## config.mk

```make
export PLATFORM = sky130hd
export DESIGN_NAME = serial_complement2_ctrl
export DESIGN_NICKNAME = d
export VERILOG_FILES = /design/src/rtl/serial_complement2_ctrl.sv
export SDC_FILE = /design/constraint.sdc
export NUM_CORES = 1
export LEC_CHECK = 0
export ABC_AREA = 1
export CAP_MARGIN = 20
export CORE_ASPECT_RATIO = 0.8
export CORE_UTILIZATION = 48
export DETAILED_ROUTE_END_ITERATION = 10
export PLACE_DENSITY = 0.82
export SYNTH_ARGS = -nofsm -noshare
export SYNTH_HDL_FRONTEND = slang
export SYNTH_SLANG_ARGS = --single-unit
export TNS_END_PERCENT = 100
```

## constraint.sdc

```tcl
create_clock -name clk -period 1.2 [get_ports clk]
set_input_delay 0.24 -clock clk [delete_from_list [all_inputs] [get_ports clk]]
set_output_delay 0.24 -clock clk [all_outputs]
set_load 0.05 [all_outputs]
```

## src/rtl/serial_complement2_ctrl.sv

```systemverilog
// serial_complement2_ctrl: bit-serial two's complement negation (~a + 1).
// An accepted operand is inverted into a shift register and pushed LSB first
// through a single full-adder slice seeded with carry=1, one bit per clock,
// over WIDTH cycles. The result is then held with a valid/ready handshake.
//
// Ports:
//   clk        clock, all state updates on the rising edge
//   rst_n      synchronous active-low reset
//   in_valid   operand offered on in_data
//   in_ready   block is idle and can accept an operand
//   in_data    operand to negate
//   out_valid  result presented on out_data/carry_out
//   out_ready  consumer accepts result
//   out_data   two's complement of the accepted operand
//   carry_out  carry out of the MSB position of ~a + 1 (set only for a == 0)
//   busy       high whenever the block is not idle
//   ovf        (OVERFLOW_FLAG_EN only) operand was the most negative value
//
// Optional feature macro: OVERFLOW_FLAG_EN adds the ovf port and its register.

module serial_complement2_ctrl #(
    parameter int unsigned WIDTH = 6
) (
    input  logic             clk,
    input  logic             rst_n,
    input  logic             in_valid,
    output logic             in_ready,
    input  logic [WIDTH-1:0] in_data,
    output logic             out_valid,
    input  logic             out_ready,
    output logic [WIDTH-1:0] out_data,
    output logic             carry_out,
    output logic             busy
`ifdef OVERFLOW_FLAG_EN
    ,
    output logic             ovf
`endif
);

    localparam int unsigned CNT_W = (WIDTH > 1) ? $clog2(WIDTH) : 1;

    typedef enum logic [1:0] {
        IDLE = 2'd0,
        CALC = 2'd1,
        DONE = 2'd2
    } state_t;

    state_t             state_q;
    state_t             state_d;
    logic               in_ready_d;
    logic               out_valid_d;
    logic               busy_d;
    logic               accept_c;
    logic               last_bit_c;
    logic [WIDTH-1:0]   op_q;
    logic [WIDTH-1:0]   result_q;
    logic               carry_q;
    logic [CNT_W-1:0]   cnt_q;

    assign accept_c   = (state_q == IDLE) && in_valid;
    assign last_bit_c = (state_q == CALC) && (cnt_q == CNT_W'(WIDTH - 1));

    // State register
    always_ff @(posedge clk) begin
        if (!rst_n) begin
            state_q <= IDLE;
        end else begin
            state_q <= state_d;
        end
    end

    // Next-state logic
    always_comb begin
        state_d = state_q;
        case (state_q)
            IDLE:    if (in_valid)   state_d = CALC;
            CALC:    if (last_bit_c) state_d = DONE;
            DONE:    if (out_ready)  state_d = IDLE;
            default: state_d = IDLE;
        endcase
    end

    // Handshake/status outputs decoded from the next state so the flops
    // line up with the state register on the same edge.
    always_comb begin
        in_ready_d  = 1'b0;
        out_valid_d = 1'b0;
        busy_d      = 1'b1;
        case (state_d)
            IDLE: begin
                in_ready_d = 1'b1;
                busy_d     = 1'b0;
            end
            DONE:    out_valid_d = 1'b1;
            default: ;
        endcase
    end

    always_ff @(posedge clk) begin
        if (!rst_n) begin
            in_ready  <= 1'b1;
            out_valid <= 1'b0;
            busy      <= 1'b0;
        end else begin
            in_ready  <= in_ready_d;
            out_valid <= out_valid_d;
            busy      <= busy_d;
        end
    end

    // Serial datapath: one full-adder slice, result fills from the MSB end
    always_ff @(posedge clk) begin
        if (!rst_n) begin
            op_q     <= '0;
            result_q <= '0;
            carry_q  <= 1'b0;
            cnt_q    <= '0;
        end else if (accept_c) begin
            op_q    <= ~in_data;
            carry_q <= 1'b1;
            cnt_q   <= '0;
        end else if (state_q == CALC) begin
            op_q     <= {1'b0, op_q[WIDTH-1:1]};
            carry_q  <= op_q[0] & carry_q;
            result_q <= {op_q[0] ^ carry_q, result_q[WIDTH-1:1]};
            cnt_q    <= CNT_W'(cnt_q + 1'b1);
        end
    end

    assign out_data  = result_q;
    assign carry_out = carry_q;

`ifdef OVERFLOW_FLAG_EN
    localparam logic [WIDTH-1:0] MOST_NEG = {1'b1, {(WIDTH-1){1'b0}}};

    // Inverted most-negative value is 0111..1; flag is held until next accept
    always_ff @(posedge clk) begin
        if (!rst_n) begin
            ovf <= 1'b0;
        end else if (accept_c) begin
            ovf <= (~in_data == ~MOST_NEG);
        end
    end
`endif

endmodule

```

# Yosys cells after proc, flatten, opt, wreduce, memory -nomap -nowiden
# Index checks and enable logic that the tools add are counted.
[word_totals] elab_cells=36 input_bits=10 regBits=21
[op_classes] n_bitwise=5 n_reduce_logical=7 add_sub_neg=1 eq_ne=4 n_mux=11
[ops] operator="6-bit two-way mux" n=2
[ops] operator="2-bit two-way mux" n=3
[ops] operator="6-bit inverter" n=1
[ops] operator="2-bit case mux with 3 select lines" n=1
[ops] operator="1-bit two-way mux" n=5
[ops] operator="2-bit == test (second input constant)" n=2
[ops] operator="2-bit logical NOT" n=2
[ops] operator="3-bit by 1-bit adder with 3-bit output (second input constant)" n=1
[ops] operator="3-bit == test (second input constant)" n=1
[ops] operator="2-bit by 1-bit == test with 1-bit output (second input constant)" n=1
[ops] operator="1-bit logical AND" n=2
[ops] operator="1-bit inverter" n=2
[ops] operator="2-bit AND reduction" n=1
[ops] operator="2-bit nonzero test" n=1
[ops] operator="2-bit OR reduction" n=1
[ops] operator="1-bit AND" n=1
[ops] operator="1-bit bitwise XOR" n=1

# Longest topological paths before layout
[depth] depth_word=6 depth_mapped=8 depth_no_buf=8

# Worst setup path before layout
# OpenSTA, ideal clock, no wires.
[synth_timing] kind="reg-to-reg" startpoint="register carry_q, in the netlist carry_out" endpoint="register result_q[5], in the netlist out_data[5]" path_stages_with_launch=4 period_less_slack_ns=1.217 arrival_ns=1.103 slack_ns=-0.017 path_cell_list="dfxtp_1 ha_1 o21ai_1 nor2_1"
[synth_between] elab_chain_len=1
[synth_rtl] element="start: declaration" line="57" text="logic carry_q;"
[synth_rtl] element="start signal: assignment" line="124" text="carry_q <= op_q[0] & carry_q;"
[synth_rtl] element="1-bit bitwise XOR" line="125" text="result_q <= {op_q[0] ^ carry_q, result_q[WIDTH-1:1]};"
[synth_rtl] element="end signal: assignment" line="125"
[synth_rtl] element="end: declaration" line="56" text="logic [WIDTH-1:0] result_q;"
# No other way between the ends.
# A chain may end at the register's enable or synchronous reset.

# Worst setup path after layout
[layout_timing] startpoint="register result_q[1], in the netlist out_data[1]" endpoint="output port out_data[1]"
[layout_lines] element="end: declaration" line="31" text="output logic [WIDTH-1:0] out_data,"
# No word-level cell between the ends.

==> impl_metrics.yaml <==
timing:
  worst_pin_slew_ns: 0.287
  finalHoldViolations: 0
  hold_ws_ns: 0.476
  final.setup.tns_ns: 0
  rsz0062_at_grt: "no"
  fmax_ghz: 0.893
  report.final.slew_viol_count: 0
  period_minus_slack_ns: 1.12
  setup_viol: 0
  setup_slack_ns: 0.0796
  fin_worst_skew_ns: 0.00409
  slew_headroom_pct: 80.9
  fin_crit_sh_pct: 93.4
route:
  initialDrtViolationCount: 23
  met1_length_um: 811
  routed_wl_mm: 1.90
  drt-pass1-iter-count: 4
  top_layer: "met4"
  met3_length_um: 76
  wl_per_cell_um: 11.1
  dr_wl_met2_um: 988
  vias_per_cell: 5.04
  num_vias: 862
  postRouteAntennaNets: 0
  drc: 0
setup_path:
  cp.required_ns: 0.96
  worstPathCellList: "buf_12"
  max_stage_delay_ns: 0.42
  path_max_fanout: 3
  worstSetupEndpointType: "output port"
  critPathKind: "flop to output port"
  reg2reg_from: "state_q[1]"
  crit_slowest_cell: "dfxtp_1"
  startpoint_type: "flop"
  cp-startpoint: "out_data[1]"
  cpLargestDelayFamily: "flip-flops"
  crit_buf_inv: 1
  arrival_ns: 0.88
finish:
  final_cell_mix: "28 x nand2_1, 19 x dfxtp_1, 18 x nor2_1"
  utilization_pct: 77.8
  area_delta_synth_final_pct: 45.1
  layout-drive-gt1-share_pct: 23.5
  design_area_um2: 1330
  final_net_count: 163
  antennaDiodeCount: 0
  fin_cells: 171
  mostFrequentLayoutCell: "nand2_1"
clock_tree:
  clockRootBuffer: "clkbuf_4"
  cts_tree: "yes"
  clkTransAtPathRegs_ns: 0.11
  clkSinkCount: 21
  clkLatencyLatePin_ns: 0.31
  cts_buffers: 3
  h-tree-depth: 1
  cts_setup_buffers: 0
  cts_buffer_depth: 2
power:
  power.total_mw: 1.57
  p_per_area_nw_per_um2: 1180
  leakagePower_nw: 0.604
  peakVddDrop_mv: 1.01
placed_design:
  io_buffers: 19
  place_congestion: 0.809
  dp_hpwl_mm: 1.46
  pre_cts_ws_ns: -0.190
  place_area_um2: 1290
  placed_cells: 167
synthesis:
  ys_warn_count: 0
  syn-cell-area_um2: 916
  ys_ff_latch: 21
  synth_cell_types: 22
  syn_inst: 120
  postSynthAreaPerCell_um2: 7.63
  synth.area.top_cells: "dfxtp_1 46%, nand2_1 11%, nor2_1 7.4%"
  ys_seq_area_share_pct: 45.9
  netlist.area_leader.share_pct: 45.9
  synth_largest_area_cell: "dfxtp_1"
  syn_nets: 133
floorplan:
  initial_core_util_pct: 53.6
  die_h_um: 41.1
  coreArea_um2: 1710
  ios: 20
  chipWidth_um: 50.8
  num_rows: 13
  die-area_um2: 2090
grt:
  gr-total-overflow: 0
  grt_max_degree: 13
  grt_pass1_wl_mm: 3.24
  grt_util_all_layers_pct: 22.5
  antenna_found_initial: 0
  first_global_vias: 804
outcome:
  status: "finished clean"
flow_run:
  maxCapViolCount: 0
min_path:
  hold_path_class: "flop to flop"
  hold_path.startpoint: "op_q[5]"
## synth_stat cells
cell type and count:
inv_1 6, nand2_4 1, o21ai_1 8, nor2_2 1, nand2_1 28, buf_2 1, nor2_4 2, nand2_2 1
dfxtp_1 21, clkinv_1 2, nand3_1 12, xor2_1 2, nand3b_1 1, a21oi_1 6, buf_6 1, nor2_1 18
clkbuf_1 1, buf_4 1, o21ai_2 1, inv_2 2, ha_1 3, nor3_2 1
## power breakdown
group	total, mW	switching (mW)	internal [mW]
clock	0.337	0.213	0.125
sequential	0.793	0.0457	0.747
combinational	0.439	0.230	0.209
## registers in the layout, indices dropped and copies added, names as in the netlist
signal     count
in_ready       1
busy           1
state_q        2
cnt_q          3
carry_out      1
op_q           6
out_valid      1
out_data       6
## metal layers
layer / up-vias / global-route usage (%)
li1: 438 / -
met1: 398 / 24.0
met2: 22 / 41.7
met3: 4 / 6.67
met4: 0 / 13.2
met5: - / 0
## final cells by class
type	instances	area, um2
Multi-Input combinational cell	85	435
Sequential cell	21	423
Fill cell	129	379
Timing Repair Buffer	29	378
Inverter	10	37.5
Tap cell	22	27.5
Clock buffer	3	22.5
Clock inverter	1	5.00
## worst paths after layout
check	endpoint	slack [ns]	depth (start not counted)
worst max-delay path	out_data[1]	0.08	1
worst max register to register	op_q[3]	0.10	6
worst min register to register	op_q[5]	0.48	2
worst min-delay path	op_q[5]	0.48	2
## logic make-up after synthesis
kind of cell	synth area share, %
compound gates	8.61
xor+xnor	1.91
fa+ha+maj	4.10
buf+inv	7.10
flops	45.9
simple gates	32.4
## repair_timing
action                                  CTS  global route
resized for setup                         0             2
endpoints found under the setup margin    0             1
hold buffers                              0             0
(Power assumes the default switching activity.)
==> variant (same flow settings) <==
Change the parameter `WIDTH` from 6 to 12.
--- a/src/rtl/serial_complement2_ctrl.sv
+++ b/src/rtl/serial_complement2_ctrl.sv
@@ -20,5 +20,5 @@
 
 module serial_complement2_ctrl #(
-    parameter int unsigned WIDTH = 6
+    parameter int unsigned WIDTH = 12
 ) (
     input  logic             clk,
Interface: changed (resized in_data and out_data); port bits go from 20 to 32. No check against the original RTL was run, so the function may have changed too.
==> variant against the original RTL <==
- worst setup slack got worse by 0.043 ns
- synthesized area rose by 61%
- sequential cell count rose by 13
- worst hold slack improved by 0.0065 ns
- via count rose by 61%
- sequential power rose by 60%
- wire length rose by 67%
- maximum frequency fell by 3.7%
- cell area rose by 61%
- combinational power rose by 37%
- total power rose by 74%
- first-iteration DRC count rose to 2.7 times the old value
- die area rose by 58%
- largest cell class is now sequential cells
==> variant: results (changes against the original RTL) <==
status=finished, final reports clean (unchanged); 1st-iter DRT viols=62 (was 23); total track usage=0.219 (was 0.225); Fill cells=203 (was 129); via count=1390 (was 862); clock-pin slew on the worst setup and hold paths=0.07 ns (was 0.11 ns); skew final=0.00329 ns (was 0.00409 ns); Area contributors post-synth=dfxtp_1, nor2_1, nand2_1 (was dfxtp_1, nand2_1, nor2_1); PortBufs=31 (was 19); reg2reg path depth=5 (was 6); Final HPWL DP=2240 um (was 1460 um); largest net degree at the start of global routing=27 (was 13); Post-Syn Nets=236 (was 133); Root Buffer=clkbuf_8 (was clkbuf_4); Cells after Synth=218 (was 120); Num CTS Buffers=5 (was 3); global placement routability congestion=0.778 (was 0.809); vias in the first global route=1283 (was 804); Post-synth top cells=nor2_1, nand2_1, dfxtp_1, inv_1, nand3_1 (was nand2_1, dfxtp_1, nor2_1); Leak=1.10 nW (was 0.604 nW); fraction of layout cells with a size suffix above 1=0.155 (was 0.235); first-pass GRT wire length=5450 um (was 3240 um); sequential area share after synthesis=0.463 (was 0.459); Inst Count DP=288 (was 167); Max IR drop VDD=0.00117 V (was 0.00101 V); Netlist cell types=21 (was 22); fin nets=275 (was 163); CP peak stage delay=0.33 ns (was 0.42 ns)
==> variant: cell types whose count changed after synthesis, moves of 3 or more <==
cell and change:
o21ai_0 +13, inv_1 +28, nand2_1 +20, nand3_1 +3, dfxtp_1 +13, o21ai_1 -8, nor2_1 +35
==> variant: report_power, final <==
| group | switching [mW] | total (mW) | internal (mW) | leakage [nW] |
|---|---|---|---|---|
| clock | 0.400 | 0.862 | 0.462 | 0.0482 |
| sequential | 0.0662 | 1.27 | 1.20 | 0.280 |
| combinational | 0.312 | 0.600 | 0.288 | 0.768 |
| total | 0.778 | 2.73 | 1.95 | 1.10 |
==> variant: final timing paths <==
kind             from  endpoint  slack (ns)
min reg2reg  op_q[11]  op_q[11]        0.48
max          cnt_q[0]      busy        0.04
max reg2reg  cnt_q[0]      busy        0.04
min          op_q[11]  op_q[11]        0.48
==> variant: area by class of cell <==
cell class,count,area [um2],area share
Timing Repair Buffer,40,567,0.265
Clock buffer,7,86.3,0.0404
Tap cell,38,47.5,0.0223
Sequential cell,34,684,0.320
Inverter,35,131,0.0615
Multi-Input combinational cell,141,614,0.288
Clock inverter,1,5.00,0.00234
==> variant: critical path, delay by kind of cell (launching register included) <==
kind,cells,cell delay (ns)
and+or+nand+nor,3,0.24
DFF,1,0.33
AOI/OAI and AO/OA,1,0.25
adders and majority gates,1,0.23
==> variant: per-stage QoR <==
| stage | power [mW] | utilization | setup WS, ns | area, um2 |
|---|---|---|---|---|
| 2_1_floorplan | 1.58 | - | 0.142 | 1470 |
| 3_3_place_gp | 1.87 | 0.720 | -0.169 | 2040 |
| 3_5_place_dp | 1.88 | 0.720 | -0.206 | 2040 |
| 4_1_cts | 2.74 | 0.752 | 0.0577 | 2130 |
| 5_1_grt | 2.88 | 0.755 | -0.0326 | 2140 |
| 6_report | 2.73 | 0.755 | 0.0365 | 2140 |
==> variant: logic make-up after synthesis <==
kind of cell / Yosys count / share of synthesized area
AO/OA/AOI/OAI: 19 / 0.0689
adder cells (fa/ha/maj): 2 / 0.0170
flip-flops: 34 / 0.463
XOR/XNOR: 1 / 0.00595
buffers and inverters: 43 / 0.122
AND/OR/NAND/NOR: 119 / 0.324
==> variant: routing by layer <==
metal	vias to the layer above	wire length (um)	track usage
met5	-	0	0
met4	0	55	0.114
met3	7	130	0.0548
met1	626	1560	0.280
met2	28	1420	0.344
li1	729	-	-
